==> config.mk <==
export PLATFORM = sky130hd
export DESIGN_NAME = decode_stage_ctrl
export DESIGN_NICKNAME = d
export VERILOG_FILES = /design/src/rtl/decode_stage_ctrl.sv
export SDC_FILE = /design/constraint.sdc
export NUM_CORES = 1
export LEC_CHECK = 0
export CORE_MARGIN = 1
export CORE_UTILIZATION = 55
export CTS_CLUSTER_DIAMETER = 60
export DETAILED_ROUTE_END_ITERATION = 10
export DONT_BUFFER_PORTS = 1
export GPL_TIMING_DRIVEN = 1
export PLACE_DENSITY_LB_ADDON = 0.3
export SLEW_MARGIN = 20
export SYNTH_ARGS = -nofsm -noshare
export SYNTH_HDL_FRONTEND = slang
export SYNTH_SLANG_ARGS = --single-unit
==> constraint.sdc <==
create_clock -name clk -period 2.04 [get_ports clk]
set_clock_uncertainty 0.05 [all_clocks]
set_input_delay 0.102 -clock clk [delete_from_list [all_inputs] [get_ports clk]]
set_output_delay 0.102 -clock clk [all_outputs]
set_load 0.01 [all_outputs]
==> src/rtl/decode_stage_ctrl.sv <==
`default_nettype none
// ============================================================================
// Module      : decode_stage_ctrl
// Description : IF->ID pipeline-register controller for a 5-stage RISC-V
//               core. Captures fetched instructions over a valid/ready
//               handshake, registers the immediate-type select alongside the
//               instruction, inserts a one-cycle bubble on a load-use hazard
//               against EX, honours redirect flushes and counts bubble cycles
//               in a saturating counter.
// Ports       :
//   clk          core clock, all state on rising edge
//   rst_n        synchronous active-low reset
//   if_valid     fetch presents an instruction
//   if_instr     fetched instruction word
//   if_pc        PC of if_instr
//   if_ready     ID can accept an instruction this cycle
//   id_valid     ID instruction offered to EX
//   ex_ready     EX accepts the ID instruction this cycle
//   id_instr     registered instruction
//   id_pc        registered PC
//   id_imm_type  0=I 1=U 2=S 3=R 4=SB 5=UJ
//   id_illegal   opcode not in the supported set
//   ex_is_load   instruction currently in EX is a load
//   ex_rd        destination register of the EX instruction
//   flush        redirect: kill ID and the wrong-path fetch
//   stall_cnt    load-use bubble cycles, saturating
// Revision    : 1.0 - initial release
// ============================================================================
module decode_stage_ctrl #(
    parameter int XLEN  = 32,
    parameter int CNT_W = 16
) (
    input  logic             clk,
    input  logic             rst_n,
    input  logic             if_valid,
    input  logic [31:0]      if_instr,
    input  logic [XLEN-1:0]  if_pc,
    output logic             if_ready,
    output logic             id_valid,
    input  logic             ex_ready,
    output logic [31:0]      id_instr,
    output logic [XLEN-1:0]  id_pc,
    output logic [2:0]       id_imm_type,
    output logic             id_illegal,
    input  logic             ex_is_load,
    input  logic [4:0]       ex_rd,
    input  logic             flush,
    output logic [CNT_W-1:0] stall_cnt
);

    localparam logic [2:0]       c_imm_i     = 3'd0;
    localparam logic [2:0]       c_imm_u     = 3'd1;
    localparam logic [2:0]       c_imm_s     = 3'd2;
    localparam logic [2:0]       c_imm_r     = 3'd3;
    localparam logic [2:0]       c_imm_sb    = 3'd4;
    localparam logic [2:0]       c_imm_uj    = 3'd5;
    localparam logic [CNT_W-1:0] c_stall_max = {CNT_W{1'b1}};

    typedef enum logic [1:0] {
        ST_EMPTY = 2'd0,
        ST_VALID = 2'd1,
        ST_HAZ   = 2'd2
    } state_t;

    state_t            r_state_q,    w_state_d;
    logic [31:0]       r_instr_q,    w_instr_d;
    logic [XLEN-1:0]   r_pc_q,       w_pc_d;
    logic [2:0]        r_imm_type_q, w_imm_type_d;
    logic              r_illegal_q,  w_illegal_d;
    logic [CNT_W-1:0]  r_stall_q,    w_stall_d;

    logic [2:0]        w_cap_type;
    logic              w_cap_ill;
    logic              w_use_rs1;
    logic              w_use_rs2;
    logic              w_hazard;
    logic              w_id_valid;
    logic              w_fire;
    logic              w_capture;

    // Decode of the incoming word; result is registered together with it.
    always_comb begin
        w_cap_type = c_imm_r;
        w_cap_ill  = 1'b0;
        case (if_instr[6:0])
            7'b0000011, 7'b0010011,
            7'b1100111, 7'b1110011: w_cap_type = c_imm_i;
            7'b0110111, 7'b0010111: w_cap_type = c_imm_u;
            7'b0100011:             w_cap_type = c_imm_s;
            7'b0110011:             w_cap_type = c_imm_r;
            7'b1100011:             w_cap_type = c_imm_sb;
            7'b1101111:             w_cap_type = c_imm_uj;
            default: begin
                w_cap_type = c_imm_r;
                w_cap_ill  = 1'b1;
            end
        endcase
    end

    // Source-register usage follows the registered format. An illegal word
    // reads nothing, so it can never cause a bubble even though its type
    // select reads back as R.
    always_comb begin
        w_use_rs1 = 1'b0;
        w_use_rs2 = 1'b0;
        if (!r_illegal_q) begin
            case (r_imm_type_q)
                c_imm_i: w_use_rs1 = 1'b1;
                c_imm_s, c_imm_r, c_imm_sb: begin
                    w_use_rs1 = 1'b1;
                    w_use_rs2 = 1'b1;
                end
                default: begin
                    w_use_rs1 = 1'b0;
                    w_use_rs2 = 1'b0;
                end
            endcase
        end
    end

    // Only checked in VALID: once the bubble has been issued the load has
    // moved on, so HAZ offers the instruction unconditionally.
    assign w_hazard = (r_state_q == ST_VALID) && ex_is_load && (ex_rd != 5'd0) &&
                      ((w_use_rs1 && (r_instr_q[19:15] == ex_rd)) ||
                       (w_use_rs2 && (r_instr_q[24:20] == ex_rd)));

    assign w_id_valid = ((r_state_q == ST_VALID) && !w_hazard) || (r_state_q == ST_HAZ);
    assign w_fire     = w_id_valid && ex_ready;

    // During a flush the fetch handshake is still accepted so the
    // wrong-path word drains out of fetch; it is simply never captured.
    assign if_ready   = rst_n && ((r_state_q == ST_EMPTY) || w_fire || flush);

    always_comb begin
        w_state_d = r_state_q;
        w_stall_d = r_stall_q;
        w_capture = 1'b0;
        if (flush) begin
            w_state_d = ST_EMPTY;
        end else begin
            case (r_state_q)
                ST_EMPTY: begin
                    if (if_valid) begin
                        w_capture = 1'b1;
                        w_state_d = ST_VALID;
                    end
                end
                ST_VALID, ST_HAZ: begin
                    if (w_hazard) begin
                        w_state_d = ST_HAZ;
                        if (r_stall_q != c_stall_max) begin
                            w_stall_d = r_stall_q + 1'b1;
                        end
                    end else if (w_fire) begin
                        if (if_valid) begin
                            w_capture = 1'b1;
                            w_state_d = ST_VALID;
                        end else begin
                            w_state_d = ST_EMPTY;
                        end
                    end
                end
                default: w_state_d = ST_EMPTY;
            endcase
        end
    end

    always_comb begin
        w_instr_d    = r_instr_q;
        w_pc_d       = r_pc_q;
        w_imm_type_d = r_imm_type_q;
        w_illegal_d  = r_illegal_q;
        if (w_capture) begin
            w_instr_d    = if_instr;
            w_pc_d       = if_pc;
            w_imm_type_d = w_cap_type;
            w_illegal_d  = w_cap_ill;
        end
    end

    always_ff @(posedge clk) begin
        if (!rst_n) begin
            r_state_q    <= ST_EMPTY;
            r_instr_q    <= 32'd0;
            r_pc_q       <= '0;
            r_imm_type_q <= c_imm_r;
            r_illegal_q  <= 1'b0;
            r_stall_q    <= '0;
        end else begin
            r_state_q    <= w_state_d;
            r_instr_q    <= w_instr_d;
            r_pc_q       <= w_pc_d;
            r_imm_type_q <= w_imm_type_d;
            r_illegal_q  <= w_illegal_d;
            r_stall_q    <= w_stall_d;
        end
    end

    assign id_valid    = w_id_valid;
    assign id_instr    = r_instr_q;
    assign id_pc       = r_pc_q;
    assign id_imm_type = r_imm_type_q;
    assign id_illegal  = r_illegal_q;
    assign stall_cnt   = r_stall_q;

endmodule
`default_nettype wire

==> results of run 1 <==
sequential cells by signal (all words and copies together), names as in the netlist:
signal	count
id_illegal	1
r_state_q	2
id_pc	32
id_instr	32
id_imm_type	3
stall_cnt	16
layout make-up:
cell class	instances	area, µm²	share of cell area
Clock inverter	6	67.56	0.01308
Clock buffer	10	137.6	0.02665
Sequential cell	86	1732	0.3353
Multi-Input combinational cell	212	1789	0.3464
Tap cell	75	93.84	0.01817
Timing Repair Buffer	125	1309	0.2534
Inverter	7	36.28	0.007025
path summary, 6_finish.rpt:
kind	start	endpoint	slack, ps	cells after the start
worst max-delay path	r_state_q[0]	id_pc[12]	-190	9
worst min-delay path	flush	stall_cnt[15]	10	4
worst max register to register	r_state_q[0]	id_pc[12]	-190	9
worst min register to register	id_imm_type[2]	id_imm_type[2]	490	2
cells by family (layout without fill, tap and decap cells):
| group | count (synthesis) | count (layout) |
|---|---|---|
| compound gates | 109 | 109 |
| xor+xnor | 13 | 13 |
| fa+ha+maj | 5 | 5 |
| buf+inv | 23 | 148 |
| flops | 86 | 86 |
| mux | 6 | 6 |
| simple gates | 79 | 79 |
power breakdown:
group,internal (µW),switching (µW)
Sequential,1750,92.2
Clock,606,645
Combinational,267,219
through the flow:
step | util | hold WS (ps) | std cells | TNS [ps]
floorplan | - | 177.5 | 321 | 0
global placement | 0.6292 | 178.8 | 421 | 0
detailed placement | 0.6292 | 180.5 | 421 | -305.8
CTS | 0.8187 | 11.53 | 514 | -72.93
global route | 0.8571 | 20.12 | 521 | -12480
finish | 0.8571 | 13.70 | 521 | -9226
placed cells by master (no fill, tap or decap), types with 5 or more instances in the layout:
| master | count |
|---|---|
| a22o_1 | 63 |
| nand3_1 | 7 |
| o21ai_0 | 14 |
| nand2_1 | 11 |
| nand4_1 | 7 |
| dfxtp_2 | 5 |
| xnor2_1 | 7 |
| and3_1 | 7 |
| nor2_1 | 9 |
| buf_4 | 39 |
| buf_6 | 10 |
| or3_1 | 9 |
| dlygate4sd3_1 | 66 |
| a21oi_1 | 12 |
| clkbuf_8 | 10 |
| dfxtp_1 | 80 |
layer usage:
metal / vias up / part of all wire / wire [µm] / track usage
met3: 90 / 0.11 / 1515 / 0.1156
met4: 0 / 0.062 / 843 / 0.2105
li1: 1462 / - / - / -
met2: 306 / 0.50 / 6772 / 0.6488
met5: - / 0 / 0 / 0
met1: 1667 / 0.33 / 4542 / 0.3653
worst register-to-register path, cell delays in order, from the launching register on:
cell and delay, ps:
dfxtp_4 430, inv_4 60, ha_4 300, clkinv_4 80
nor4_4 270, a21bo_4 280, a21oi_4 180, buf_6 190
buf_16 130, a22o_1 180
what timing repair did:
action / CTS / global route
hold buffers: 66 / 0
resized for setup: 31 / 28
buffers inserted: 7 / 3
gates cloned: 4 / 4
setup endpoints to repair: 67 / 83
pin swaps: 7 / 14
endpoints found under the hold margin: 72 / 0
==> key figures, run 1 <==
Critical path
  – Max incr delay on CP: between 400 and 500 ps
  – Arrival time at the worst endpoint: roughly 2500 ps
  – Critical path, cell by cell: inv_4 > ha_4 > clkinv_4 > nor4_4 > a21bo_4 > a21oi_4 > buf_6 > buf_16 > a22o_1
  – CP required: between 2000 and 2500 ps
  – Slowest-stage cell, CP: dfxtp_4
  – Max FO, Critical Path: 6
  – Delay-heaviest family, CP: compound AO/OA/AOI/OAI gates
  – Critical path class: reg -> reg
  – Startpoint Class: flip-flop
  – Setup crit end kind: flip-flop
  – WP buf/inv: 4

Synth
  – Synth Area in Adders: 0.01787
  – Largest cells by area after synthesis: dfxtp_1, a22o_1, xnor2_1
  – Count leader, synth: dfxtp_1
  – Syn Std Cell Area: 3501 µm²
  – Syn Inst Count: 321
  – Post-synthesis mux area share: 0.01894
  – Post-synthesis simple-gate area fraction: 0.1358
  – Synth area leader: dfxtp_1
  – Most common flop cell mapped by yosys: dfxtp_1
  – Ys async rst share: 0
  – Yosys top cell area share: 0.4918
  – EDFF count, synth: 0
  – Most frequent cells after synthesis: dfxtp_1, a22o_1, o21ai_0, nand2_1, a21oi_1
  – Average size of a mapped cell: 10.91 µm²
  – Syn nets: between 400 and 500
  – Compound-cell area share of the yosys netlist: 0.2455
  – Synth Area in XOR/XNOR: 0.03252
  – Warnings, synthesis: 0
  – Yosys cell types: 50
  – Seq cells post-synth: 86
  – Largest family of logic cells by synthesized area: compound AO/OA/AOI/OAI gates
  – Sequential cell area fraction in the yosys report: 0.4918

Clocking
  – TritonCTS Buffers: 9
  – Num Clock Sinks: 86
  – CTS tree: built
  – Clk root buf: clkbuf_8
  – Clk_lat worst skew: about 360 ps
  – Clock-pin slew on the worst setup and hold paths: 90 ps
  – H-tree Lvls: 3
  – Clk buf depth: 2

Floorplan
  – Core area: around 6000 µm²
  – Rows: 28
  – Die H: 81.78 µm
  – Initial Util: 0.5810
  – Die width: 81.78 µm
  – # IOs: 161
  – Die ar.: 6688 µm²

Place
  – Post-Place Worst Slack: -80.00 ps
  – GP Congestion: 0.7882
  – DP Area: 3791 µm²
  – Port-buffer cells: 0
  – Detailed Place HPWL: 5950 µm

Finish
  – Design Area, Final: around 5200 µm²
  – P&R area growth vs syn: 47.53%
  – Fraction of layout cells with a size suffix above 1: 0.2668
  – Fillers: 269
  – Diode count: 0
  – # nets final: between 500 and 600

Route
  – DR WL/cell: 26.25 µm
  – Total routed wirelength: 13,670 µm
  – Via count: 3,525
  – Vias/cell: about 6.8
  – Drt initial violations: between 300 and 400
  – DR pass1 iterations: 5
  – Routed Antenna Nets: 0
  – DRC Markers: 0

Global route
  – GRT Util Overall: 0.3620
  – First-pass GRT wire length: around 18,000 µm
  – Global route total overflow: 0
  – Largest net degree at the start of global routing: 37
  – Vias in the first global route: 3,481
  – Initial antenna violation count: 0

Timing
  – Fin crit share: 1.095
  – Final setup margin: -194.5 ps
  – Worst slew margin: 0.7195
  – Crit path time final: 2234 ps
  – Hold Fails Final Rpt: 0
  – Worst-Margin Slew: 417.2 ps
  – Final Max Slew Viols: 0
  – Final setup viols: 78
  – RSZ-0062 raised after global routing: yes
  – Max Freq: about 450 MHz

Pwr
  – VDD IR max: 537.0 µV
  – Pwr/cell area: 691.9 nW/µm²
  – Total power: 3574 µW
  – Static Leak: 0.002080 µW

Hold path
  – Worst min path class: in -> reg

Outcome
  – Violated checks: setup timing
  – Status: complete, but fails checks

Run
  – MaxCap Viol Count: 0
No activity file was read; power rests on OpenSTA's default activity.
==> run 2: changes to the inputs <==
--- a/config.mk
+++ b/config.mk
@@ -5,9 +5,10 @@
 export SDC_FILE = /design/constraint.sdc
 export NUM_CORES = 1
 export LEC_CHECK = 0
-export CORE_MARGIN = 1
+export ABC_AREA = 1
 export CORE_UTILIZATION = 55
 export CTS_CLUSTER_DIAMETER = 60
+export CTS_CLUSTER_SIZE = 14
 export DETAILED_ROUTE_END_ITERATION = 10
 export DONT_BUFFER_PORTS = 1
 export GPL_TIMING_DRIVEN = 1
==> key figures, run 2 <==
Outcome
  – Status: complete, but fails checks
  – Violated checks: setup timing

Critical path
  – Slowest-stage cell, CP: dfxtp_2
  – Setup crit end kind: flip-flop
  – Startpoint Class: flip-flop
  – Critical path class: reg -> reg
  – CP required: approximately 2300 ps
  – Critical path, cell by cell: inv_2 > ha_4 > nand4_1 > nor2_2 > nand2_2 > nand2_2 > nand2_4 > nand3_4 > nand2_8 > buf_16 > nand3_2 > nand2_1 > nor2_1
  – Max incr delay on CP: between 300 and 400 ps
  – Delay-heaviest family, CP: simple AND/OR/NAND/NOR gates
  – WP buf/inv: 2
  – Arrival time at the worst endpoint: between 2000 and 2500 ps
  – Critical Path Most Common Cell: nand2_2
  – Max FO, Critical Path: 8

Timing
  – Hold Fails Final Rpt: 0
  – Worst-Margin Slew: 549.7 ps
  – Hold WS: around 20 ps
  – Crit path time final: 2169 ps
  – RSZ-0062 raised after global routing: yes
  – Final setup viols: 47
  – Max Freq: around 460 MHz
  – Worst slew margin: 0.6327
  – Final setup margin: -128.9 ps
  – Final Max Slew Viols: 0
  – Fin crit share: 1.063

Synth
  – EDFF count, synth: 0
  – Seq cells post-synth: 86
  – Count leader, synth: nand2_1
  – Synth area leader: dfxtp_1
  – Warnings, synthesis: 0
  – Most frequent cells after synthesis: nand2_1, inv_1, nor2_1, nand3_1, dfxtp_1
  – Sequential cell area fraction in the yosys report: 0.3722
  – Average size of a mapped cell: roughly 6.6 µm²
  – Most common flop cell mapped by yosys: dfxtp_1
  – Largest cells by area after synthesis: dfxtp_1, nand2_1, nand3_1
  – Yosys cell types: 29
  – Syn Std Cell Area: 4626 µm²
  – Yosys top cell area share: 0.3722
  – Syn nets: 780
  – Ys async rst share: 0
  – Syn Inst Count: 700

Route
  – DR pass1 iterations: 5
  – Vias/cell: approximately 5.6
  – Via count: 5,024
  – DRC Markers: 0
  – Total routed wirelength: 15,010 µm
  – Drt initial violations: 220
  – DR WL/cell: between 15 and 20 µm
  – Routed Antenna Nets: 0

Global route
  – Vias in the first global route: approximately 4,200
  – Met3 GRT Util: 0.09061
  – Global route total overflow: 0
  – GRT Util Overall: 0.2697
  – First-pass GRT wire length: 19,000 µm
  – Initial antenna violation count: 0
  – GR Layer Usage met2: 0.4519
  – Largest net degree at the start of global routing: 76
  – Busiest grt layer: met2
  – Met1 usage: 0.3186

Hold path
  – Worst min path class: in -> reg

Floorplan
  – Die H: between 90 and 100 µm
  – Core area: 8175 µm²
  – Die width: 93.71 µm
  – Die ar.: 8781 µm²
  – Initial Util: 0.5658
  – # IOs: 161
  – Rows: 33

Clocking
  – Clk_lat worst skew: 360 ps
  – TritonCTS Buffers: 9
  – Clk buf depth: 2
  – H-tree Lvls: 3
  – CTS tree: built
  – Num Clock Sinks: 86
  – Clock-pin slew on the worst setup and hold paths: 100 ps
  – Clk root buf: clkbuf_8

Pwr
  – Pwr/cell area: ~620 nW/µm²
  – Total power: approximately 4000 µW
  – Static Leak: 0.002885 µW
  – VDD IR max: 388.5 µV

Place
  – Port-buffer cells: 0
  – Detailed Place HPWL: approximately 7000 µm
  – Dpl cells: 794
  – GP Congestion: between 0.8 and 0.9

Finish
  – Finished Layout Cells: 901
  – Fillers: 560
  – P&R area growth vs syn: 35.98%
  – # nets final: 871
  – Commonest non-fill, non-tap cell in the layout: nand2_1
  – Diode count: 0
  – Most frequent cells in the layout: nand2_1, inv_1, nor2_1
  – Fraction of layout cells with a size suffix above 1: 0.1997

Run
  – MaxCap Viol Count: 0
run 2: cell count changes after synthesis, sizes merged, moves of 9 or more:
cell,change
nand2,+133
a22o,-64
a21oi,+70
nand3,+82
nor2,+84
nand4,+10
clkbuf,+18
o21ai,-9
or3,-9
inv,+96
run 2: path summary, 6_finish.rpt:
check                                  start           end  slack (ps)  cells past startpoint
worst max-delay path            r_state_q[1]     id_pc[23]        -130                     13
worst min-delay path                   rst_n  stall_cnt[6]          20                      2
worst max register to register  r_state_q[1]     id_pc[23]        -130                     13
worst min register to register  r_state_q[1]  r_state_q[1]         450                      2
run 2: timing repair:
item,in CTS,in global routing
gates resized for setup,1,64
setup buffers,0,7
endpoints found under the hold margin,76,0
gates cloned,0,19
endpoints found under the setup margin,1,80
pin swaps,0,20
hold buffers,65,0
run 2: power breakdown:
part           leakage (µW)  switching [µW]  internal [µW]
combinational       0.00209             456            395
sequential         0.000710             120           1780
clock             0.0000833             684            453
run 2: logic make-up (layout without fill, tap and decap cells):
| kind of cell | after synthesis | in the layout | share of synthesized area |
|---|---|---|---|
| AO/OA/AOI/OAI | 94 | 94 | 0.1277 |
| XOR/XNOR | 11 | 11 | 0.02083 |
| adder cells (fa/ha/maj) | 5 | 5 | 0.01352 |
| buffers and inverters | 142 | 235 | 0.1274 |
| flip-flops | 86 | 86 | 0.3722 |
| AND/OR/NAND/NOR | 362 | 365 | 0.3384 |
run 2: final cells by class:
| type | count | area (µm²) | share of cell area |
|---|---|---|---|
| multi-input cells | 475 | 2545 | 0.4046 |
| clock buffers | 10 | 127.6 | 0.02029 |
| inverters | 102 | 382.9 | 0.06087 |
| repair buffers | 117 | 1315 | 0.2091 |
| well taps | 105 | 131.4 | 0.02089 |
| flip-flops and latches | 86 | 1742 | 0.2769 |
| clock inverters | 6 | 46.29 | 0.007360 |
run 2: worst register-to-register path: cells and delay by family (launching register included):
family / cells / cell delay [ps]
adders and majority gates: 1 / 140
buffers and inverters: 2 / 300
DFF: 1 / 350
and+or+nand+nor: 10 / 1260
run 2: per-stage QoR:
stage | instance area, µm² | setup TNS [ps] | setup slack, ps | utilization
floorplan | 4626 | 0 | 126.7 | -
detailed placement | 4838 | 0 | 1.654 | 0.5918
CTS | 5688 | 0 | 0.4965 | 0.6957
finish | 6290 | -1128 | -128.9 | 0.7694
global placement | 4838 | 0 | 133.5 | 0.5918
global route | 6290 | -9025 | -214.3 | 0.7694
run 2: metal layers:
metal	up-vias	wire [µm]	share of wire
li1	2412	-	-
met1	2293	5673	0.38
met2	268	7361	0.49
met3	51	1473	0.098
met4	0	500	0.033
met5	-	0	0
==> run 3: changes to the inputs <==
--- a/config.mk
+++ b/config.mk
@@ -13,6 +13,7 @@
 export DONT_BUFFER_PORTS = 1
 export GPL_TIMING_DRIVEN = 1
 export PLACE_DENSITY_LB_ADDON = 0.3
+export SKIP_CTS_REPAIR_TIMING = 1
 export SLEW_MARGIN = 20
 export SYNTH_ARGS = -nofsm -noshare
 export SYNTH_HDL_FRONTEND = slang
==> key figures, run 3 (synthesis gave the netlist of run 2 again) <==
Route
  – Vias/cell: 5.364
  – DR pass1 iterations: 4
  – Drt initial violations: 175
  – Total routed wirelength: between 10,000 and 15,000 µm
  – DRC Markers: 0
  – Via count: 4,452
  – DR WL/cell: 14.40 µm
  – Routed Antenna Nets: 0

Pwr
  – VDD IR max: just under 400 µV
  – Static Leak: 0.002551 µW
  – Pwr/cell area: roughly 660 nW/µm²

Place
  – GP Congestion: 0.8862
  – Post-Place Worst Slack: 1.654 ps
  – Detailed Place HPWL: just over 7000 µm
  – Port-buffer cells: 0

Global route
  – GRT Util Overall: 0.2295
  – Initial antenna violation count: 0
  – Vias in the first global route: between 3,000 and 4,000
  – First-pass GRT wire length: 16,270 µm
  – Largest net degree at the start of global routing: 77
  – Global route total overflow: 0

Floorplan
  – Rows: 33
  – # IOs: ~160
  – Die H: 93.71 µm
  – Die ar.: 8781 µm²
  – Core area: 8175 µm²
  – Initial Util: 0.5658
  – Die width: between 90 and 100 µm

Critical path
  – Max FO, Critical Path: 14
  – Critical path, cell by cell: inv_2 > ha_4 > nand4_1 > nor2_2 > nand2_2 > nand2_2 > nand2_4 > nand3_4 > nand2_8 > buf_12 > a21oi_1 > nor2_1
  – Slowest-stage cell, CP: dfxtp_2
  – Startpoint Class: flip-flop
  – Max incr delay on CP: between 300 and 400 ps
  – CP required: between 2000 and 2500 ps
  – Setup crit end kind: flip-flop
  – WP buf/inv: 2
  – Critical Path Most Common Cell: nand2_2
  – Delay-heaviest family, CP: simple AND/OR/NAND/NOR gates
  – Critical path class: reg -> reg
  – Arrival time at the worst endpoint: 2240 ps

Run
  – MaxCap Viol Count: 0

Clocking
  – Num Clock Sinks: 86
  – Clk buf depth: 2
  – Clk root buf: clkbuf_8
  – TritonCTS Buffers: 9
  – Clock-pin slew on the worst setup and hold paths: 90 ps
  – H-tree Lvls: 3
  – CTS tree: built
  – Clk_lat worst skew: 350 ps

Timing
  – Crit path time final: 2047 ps
  – Max Freq: 488.6 MHz
  – Final setup viols: 1
  – Worst slew margin: 0.6320
  – Worst-Margin Slew: ~550 ps
  – RSZ-0062 raised after global routing: yes
  – Final Max Slew Viols: 0
  – Hold Fails Final Rpt: 74
  – Final setup margin: -6.531 ps
  – Fin crit share: 1.003
  – Hold WS: -190.1 ps

Hold path
  – Worst min path class: in -> reg

Outcome
  – Status: complete, but fails checks
  – Violated checks: hold timing, setup timing

Finish
  – Most frequent cells in the layout: nand2_1, inv_1, nor2_1
  – Register area: 1739 µm²
  – Footprint of the multi-input gates: 2505 µm²
  – Core Util, Final: 0.6729
  – Diode count: 0
  – P&R area growth vs syn: 18.93%
  – Commonest non-fill, non-tap cell in the layout: nand2_1
  – Fillers: 712
  – # nets final: 800
  – Fraction of layout cells with a size suffix above 1: 0.1972
==> run 3: worst paths after layout <==
check / start / cells past startpoint / to / slack (ps)
worst max-delay path: r_state_q[1] / 12 / id_pc[10] / -7
worst min-delay path: rst_n / 2 / stall_cnt[2] / -190
worst max register to register: r_state_q[1] / 12 / id_pc[10] / -7
worst min register to register: id_instr[24] / 2 / id_instr[24] / 460
==> run 3: area by class of cell <==
cell class	count	area share
Clock buffer	10	0.02320
Clock inverter	6	0.008415
Inverter	102	0.06959
Multi-Input combinational cell	474	0.4553
Sequential cell	86	0.3161
Tap cell	105	0.02388
Timing Repair Buffer	47	0.1035
==> run 3: worst reg2reg max path, cell delays in order (launching register included) <==
cell and delay (ps):
dfxtp_2 350, inv_2 80, ha_4 150, nand4_1 120
nor2_2 190, nand2_2 100, nand2_2 100, nand2_4 80
nand3_4 190, nand2_8 120, buf_12 210, a21oi_1 130
nor2_1 70
==> run 3: power by group <==
part	switching, µW	internal (µW)
clock network	652	452
logic	366	289
registers	115	1780
==> run 3: per-stage QoR <==
step	instance area [µm²]	std cells	setup TNS [ps]	total power, µW
2_1_floorplan	4626	700	0	2340
3_3_place_gp	4838	794	0	2416
3_5_place_dp	4838	794	0	2439
4_1_cts	5012	810	-0.3590	3533
5_1_grt	5502	830	-6719	3833
6_report	5502	830	-6.531	3652
==> run 3: metal layers <==
layer  share of wire  global-route usage  vias up
li1                -                   -     2266
met4           0.012             0.07179        0
met1            0.42              0.2715     2005
met3           0.089             0.08495       15
met2            0.48              0.3838      166
met5               0                   0        -
